## config.mk

```make
export PLATFORM = sky130hd
export DESIGN_NAME = multicycle_control_unit
export DESIGN_NICKNAME = d
export VERILOG_FILES = /design/src/rtl/multicycle_control_unit.sv
export SDC_FILE = /design/constraint.sdc
export NUM_CORES = 1
export LEC_CHECK = 0
export ABC_AREA = 1
export ABC_CLOCK_PERIOD_IN_PS = 1480
export CELL_PAD_IN_SITES_DETAIL_PLACEMENT = 0
export CELL_PAD_IN_SITES_GLOBAL_PLACEMENT = 1
export CORE_ASPECT_RATIO = 0.7
export CORE_MARGIN = 2
export CORE_UTILIZATION = 24
export DETAILED_ROUTE_END_ITERATION = 8
export GPL_TIMING_DRIVEN = 1
export PLACE_DENSITY = 0.81
export SLEW_MARGIN = 40
export SYNTH_ARGS = -nofsm -noshare
export SYNTH_HDL_FRONTEND = slang
export SYNTH_SLANG_ARGS = --single-unit
```

## constraint.sdc

```tcl
create_clock -name clk -period 1.48 [get_ports clk]
set_clock_uncertainty 0.2 [all_clocks]
set_input_delay 0.222 -clock clk [delete_from_list [all_inputs] [get_ports clk]]
set_output_delay 0.222 -clock clk [all_outputs]
set_load 0.01 [all_outputs]
```

## src/rtl/multicycle_control_unit.sv

```systemverilog
// Control FSM for the multicycle MIPS-style datapath: sequences fetch, decode,
// execute, memory and write-back, and drives every datapath enable and mux select.
module multicycle_control_unit (
  input  logic       clk,
  input  logic       reset,
  input  logic [5:0] Op,
  input  logic [5:0] Funct,
  input  logic       Zero,
  output logic       PC_En,
  output logic       I_or_D,
  output logic       Mem_Write,
  output logic       IR_Write,
  output logic       Reg_Write,
  output logic       ALU_Src_A,
  output logic [1:0] Reg_Dst,
  output logic [1:0] Mem_to_Reg,
  output logic [1:0] ALU_Src_B,
  output logic [1:0] PC_Src,
  output logic [1:0] ImmSrc,
  output logic [2:0] ALU_Control,
  output logic [3:0] State_o
);

  typedef enum logic [3:0] {
    FETCH    = 4'd0,
    DECODE   = 4'd1,
    MEMADR   = 4'd2,
    MEMREAD  = 4'd3,
    MEMWB    = 4'd4,
    MEMWRITE = 4'd5,
    EXECUTE  = 4'd6,
    ALUWB    = 4'd7,
    BRANCH   = 4'd8,
    IMMEX    = 4'd9,
    IMMWB    = 4'd10,
    JUMP     = 4'd11,
    GPIOWB   = 4'd12
  } state_t;

  localparam logic [2:0] ALU_ADD = 3'b010;
  localparam logic [2:0] ALU_SUB = 3'b110;
  localparam logic [2:0] ALU_AND = 3'b000;
  localparam logic [2:0] ALU_OR  = 3'b001;
  localparam logic [2:0] ALU_SLT = 3'b111;

  state_t     state;
  state_t     next_state;
  logic       funct_ok;
  logic [2:0] funct_alu;
  logic [2:0] imm_alu;
  logic [1:0] imm_sel;

  always_ff @(posedge clk or posedge reset) begin
    if (reset) state <= FETCH;
    else       state <= next_state;
  end

  // R-type ALU decode; funct_ok gates the write-back so unknown functs are dropped
  always_comb begin
    funct_ok  = 1'b1;
    funct_alu = ALU_ADD;
    case (Funct)
      6'b100000, 6'b100001: funct_alu = ALU_ADD;
      6'b100010, 6'b100011: funct_alu = ALU_SUB;
      6'b100100:            funct_alu = ALU_AND;
      6'b100101:            funct_alu = ALU_OR;
      6'b101010:            funct_alu = ALU_SLT;
      default:              funct_ok  = 1'b0;
    endcase
  end

  always_comb begin
    imm_alu = ALU_ADD;
    imm_sel = 2'b00;
    case (Op)
      6'b001010: imm_alu = ALU_SLT;
      6'b001100: begin imm_alu = ALU_AND; imm_sel = 2'b01; end
      6'b001101: begin imm_alu = ALU_OR;  imm_sel = 2'b01; end
      6'b001111: imm_sel = 2'b10;
      default:   ;
    endcase
  end

  always_comb begin
    next_state = FETCH;
    case (state)
      FETCH: next_state = DECODE;
      DECODE: begin
        case (Op)
          6'b100011, 6'b101011:                         next_state = MEMADR;
          6'b000000:                                    next_state = EXECUTE;
          6'b000100, 6'b000101:                         next_state = BRANCH;
          6'b001000, 6'b001010, 6'b001100,
          6'b001101, 6'b001111:                         next_state = IMMEX;
          6'b000010, 6'b000011:                         next_state = JUMP;
          6'b111111:                                    next_state = GPIOWB;
          default:                                      next_state = FETCH;
        endcase
      end
      MEMADR:  next_state = (Op == 6'b101011) ? MEMWRITE : MEMREAD;
      MEMREAD: next_state = MEMWB;
      EXECUTE: next_state = funct_ok ? ALUWB : FETCH;
      IMMEX:   next_state = IMMWB;
      default: next_state = FETCH;
    endcase
  end

  // Reset suppresses every strobe at once so an aborted instruction writes nothing
  always_comb begin
    PC_En       = 1'b0;
    I_or_D      = 1'b0;
    Mem_Write   = 1'b0;
    IR_Write    = 1'b0;
    Reg_Write   = 1'b0;
    ALU_Src_A   = 1'b0;
    Reg_Dst     = 2'b00;
    Mem_to_Reg  = 2'b00;
    ALU_Src_B   = 2'b00;
    PC_Src      = 2'b00;
    ImmSrc      = 2'b00;
    ALU_Control = 3'b000;
    case (state)
      FETCH: begin
        IR_Write = 1'b1; ALU_Src_B = 2'd1; ALU_Control = ALU_ADD; PC_En = 1'b1;
      end
      DECODE: begin
        ALU_Src_B = 2'd3; ALU_Control = ALU_ADD;
        if (Op == 6'b000011) begin
          Reg_Write = 1'b1; Reg_Dst = 2'd2;
        end
      end
      MEMADR: begin
        ALU_Src_A = 1'b1; ALU_Src_B = 2'd2; ALU_Control = ALU_ADD;
      end
      MEMREAD:  I_or_D = 1'b1;
      MEMWB:    begin Mem_to_Reg = 2'd1; Reg_Write = 1'b1; end
      MEMWRITE: begin I_or_D = 1'b1; Mem_Write = 1'b1; end
      EXECUTE:  begin ALU_Src_A = 1'b1; ALU_Control = funct_alu; end
      ALUWB:    begin Reg_Dst = 2'd1; Reg_Write = 1'b1; end
      BRANCH: begin
        ALU_Src_A = 1'b1; ALU_Control = ALU_SUB; PC_Src = 2'd1;
        PC_En = ((Op == 6'b000100) && Zero) || ((Op == 6'b000101) && !Zero);
      end
      IMMEX: begin
        ALU_Src_A = 1'b1; ALU_Src_B = 2'd2; ALU_Control = imm_alu; ImmSrc = imm_sel;
      end
      IMMWB:   Reg_Write = 1'b1;
      JUMP:    begin PC_Src = 2'd2; PC_En = 1'b1; end
      GPIOWB:  begin Mem_to_Reg = 2'd2; Reg_Write = 1'b1; end
      default: ;
    endcase
    if (reset) begin
      PC_En     = 1'b0;
      IR_Write  = 1'b0;
      Mem_Write = 1'b0;
      Reg_Write = 1'b0;
    end
  end

  assign State_o = state;

endmodule

```

==> results.py <==
metrics = {
    "status": {
        "status": "finished, violations left",
        "violations": "setup timing",
    },
    "job": {
        "maxCapViolCount": 0,
    },
    "floorplanning": {
        "start_util": 0.255,
        "io_pins": 38,
        "die_y_um": 49.8,
        "core_sq_um": 2820,
        "rows": 16,
        "dieWidth_um": 69.5,
        "die_area_sq_um": 3460,
    },
    "place": {
        "io_buffers": 37,
        "place_ws_ns": -0.900,
        "dpl.hpwl_um": 2270,
        "place_congestion": 0.842,
    },
    "worst_setup_path": {
        "cp_top_family": "simple AND/OR/NAND/NOR gates",
        "rrSetupSlack_ns": -0.08,
        "critPathBufInv": 2,
        "cp_data_arrival_time_ns": 1.45,
        "cp_max_fo": 6,
        "crit_chain": "nand2_1 > inv_1 > nand2_1 > nand3_2 > nor2_2 > nor2_2 > buf_2",
        "cp_slowest_cell": "dfrtp_2",
        "crit_path_max_incr_delay_ns": 0.45,
        "critPathCaptureType": "output port",
        "critPathLaunchType": "flip-flop",
        "crit_required_ns": 1.06,
        "timing_worst_setup_path_type": "reg2out",
    },
    "cts": {
        "ctsRootBufferMaster": "clkbuf_8",
        "htreeDepth": 1,
        "clock_latency_ns": 0.22,
        "cts.sinks": 4,
        "clk_path_buf_depth": 2,
        "cts_inserted_buffers": 3,
        "clk_pin_slew_worst_paths_ns": 0.03,
        "cts_tree": "yes",
        "holdBufCountCts": 0,
    },
    "sta": {
        "post-route-min-period_ns": 1.87,
        "final-hold-violation-count": 0,
        "clock.fmax_mhz": 535,
        "setup_tns_ns": -5.84,
        "worst_pin_slew_ns": 0.223,
        "setup_slack_ns": -0.390,
        "rsz0062_at_grt": "yes",
        "setup_viol": 22,
        "final.period_utilization": 1.26,
        "finalHoldWorstSlack_ns": 0.289,
        "slew_headroom": 0.850,
        "maxSlewViolCount": 0,
    },
    "routing": {
        "dr_total_vias": 1205,
        "vias_per_cell": 4.51,
        "firstDrtPassIters": 4,
        "drt_iter0_markers": 28,
        "drc": 0,
        "antenna_left": 0,
        "wl_per_cell_um": 12.0,
        "totalWireLength_um": 3210,
    },
    "layout": {
        "diodes": 0,
        "nNetsFinal": 248,
        "largest_reg_flops": 4,
        "area_growth_syn_to_layout_pct": 131,
        "drive_gt1_frac": 0.580,
        "fin_util": 0.590,
    },
    "grt": {
        "grt.busiest_layer": "met2",
        "grt_pass1_vias": 1203,
        "grt_max_degree": 7,
        "gr-usage-met3": 0.0470,
        "grt_overflow": 0,
        "groute.usage.overall": 0.186,
        "grt_pass1_wl_um": 5120,
        "antenna_found_initial": 0,
        "globalRouteMet1Util": 0.212,
        "grt_use_met2": 0.351,
    },
    "synth": {
        "postSynthCellCount": 143,
        "ys_seq_elements": 4,
        "syn-cell-area_sq_um": 721,
        "synth_nets": 159,
        "yosysSeqAreaShare": 0.139,
        "synth.distinct_cells": 17,
        "yosysWarnings": 0,
        "avgSynthCellArea_sq_um": 5.04,
    },
    "power": {
        "power_density_nw_per_um2": 1620,
        "peakVddDrop_mv": 0.600,
        "p_leak_nw": 0.912,
    },
    "hold_path": {
        "hold_path.class": "in2async",
    },
}
path summary, 6_finish.rpt:
path                       startpoint    endpoint  cells after the start
setup / recovery           State_o[1]   Reg_Write                      7
setup reg to reg           State_o[2]  State_o[2]                      8
hold reg to reg            State_o[0]  State_o[0]                      4
min in group clk                Op[5]  State_o[2]                      4
hold / removal                  reset  State_o[2]                      3
max in group asynchronous       reset  State_o[0]                      3
Yosys cell counts (all sizes together):
cell type  count  area, sq um
o21ai          9         45.0
nand2         41          159
dfrtp          4          100
and2           1         6.26
nand3         16         80.1
inv           29          109
nor2          35          161
a21oi          3         15.0
nor3           3         26.3
nand4          1         6.26
ha             1         12.5
layout by cell type, fill, tap and decap left out, drive strengths merged:
master | Yosys | final
clkdlybuf4s50 | 0 | 8
ha | 1 | 1
nor3 | 3 | 3
nand4 | 1 | 1
clkdlybuf4s15 | 0 | 3
o21ai | 9 | 9
inv | 29 | 29
dfrtp | 4 | 4
a21oi | 3 | 3
nor2 | 35 | 35
dlygate4sd2 | 0 | 6
and2 | 1 | 1
clkbuf | 0 | 6
buf | 0 | 65
nand2 | 41 | 41
nand3 | 16 | 16
cells by family after synthesis:
group | Yosys count | synth area share
adders and majority gates | 1 | 0.0174
buffers and inverters | 29 | 0.151
AOI/OAI and AO/OA | 12 | 0.0833
DFF | 4 | 0.139
and+or+nand+nor | 97 | 0.609
what timing repair did:
| action | CTS | global route |
|---|---|---|
| buffers inserted | 11 | 5 |
| endpoints found under the setup margin | 27 | 26 |
| hold endpoints to repair | 0 | 0 |
| pin swaps | 17 | 14 |
| gates resized for setup | 129 | 35 |
area by class of cell:
| type | instances | area (sq um) |
|---|---|---|
| sequential | 4 | 105 |
| tap | 36 | 45.0 |
| timing repair buffer | 84 | 689 |
| multi-input combinational | 110 | 671 |
| inverter | 29 | 111 |
| clock buffer | 4 | 45.0 |
| fill | 254 | 1160 |
report_power, final:
part,leakage (nW),switching [mW],internal (mW)
registers,0.0468,0.0911,0.163
clock network,0.0228,0.0635,0.185
logic,0.843,1.05,1.15
total,0.912,1.20,1.50
worst register-to-register path, stage by stage, from the launching register on:
cell,delay (ns)
dfrtp_2,0.45
nor2_4,0.21
buf_6,0.13
buf_6,0.09
nand2_4,0.04
buf_6,0.11
nor2_1,0.12
nor2_1,0.08
nand3_1,0.06
metrics by stage:
stage                     instances  instance area (sq um)  power (mW)
after detailed placement        250                   1410        1.82
after floorplan                 143                    743       0.902
after global placement          250                   1410        1.81
final                           267                   1670        2.69
after CTS                       265                   1590        2.43
after global routing            267                   1670        2.88
metal layers:
layer / vias to the layer above / part of all wire
li1: 615 / -
met1: 547 / 0.43
met2: 37 / 0.50
met3: 6 / 0.058
met4: 0 / 0.0078
met5: - / 0
Power figures use the tool's default switching activity.
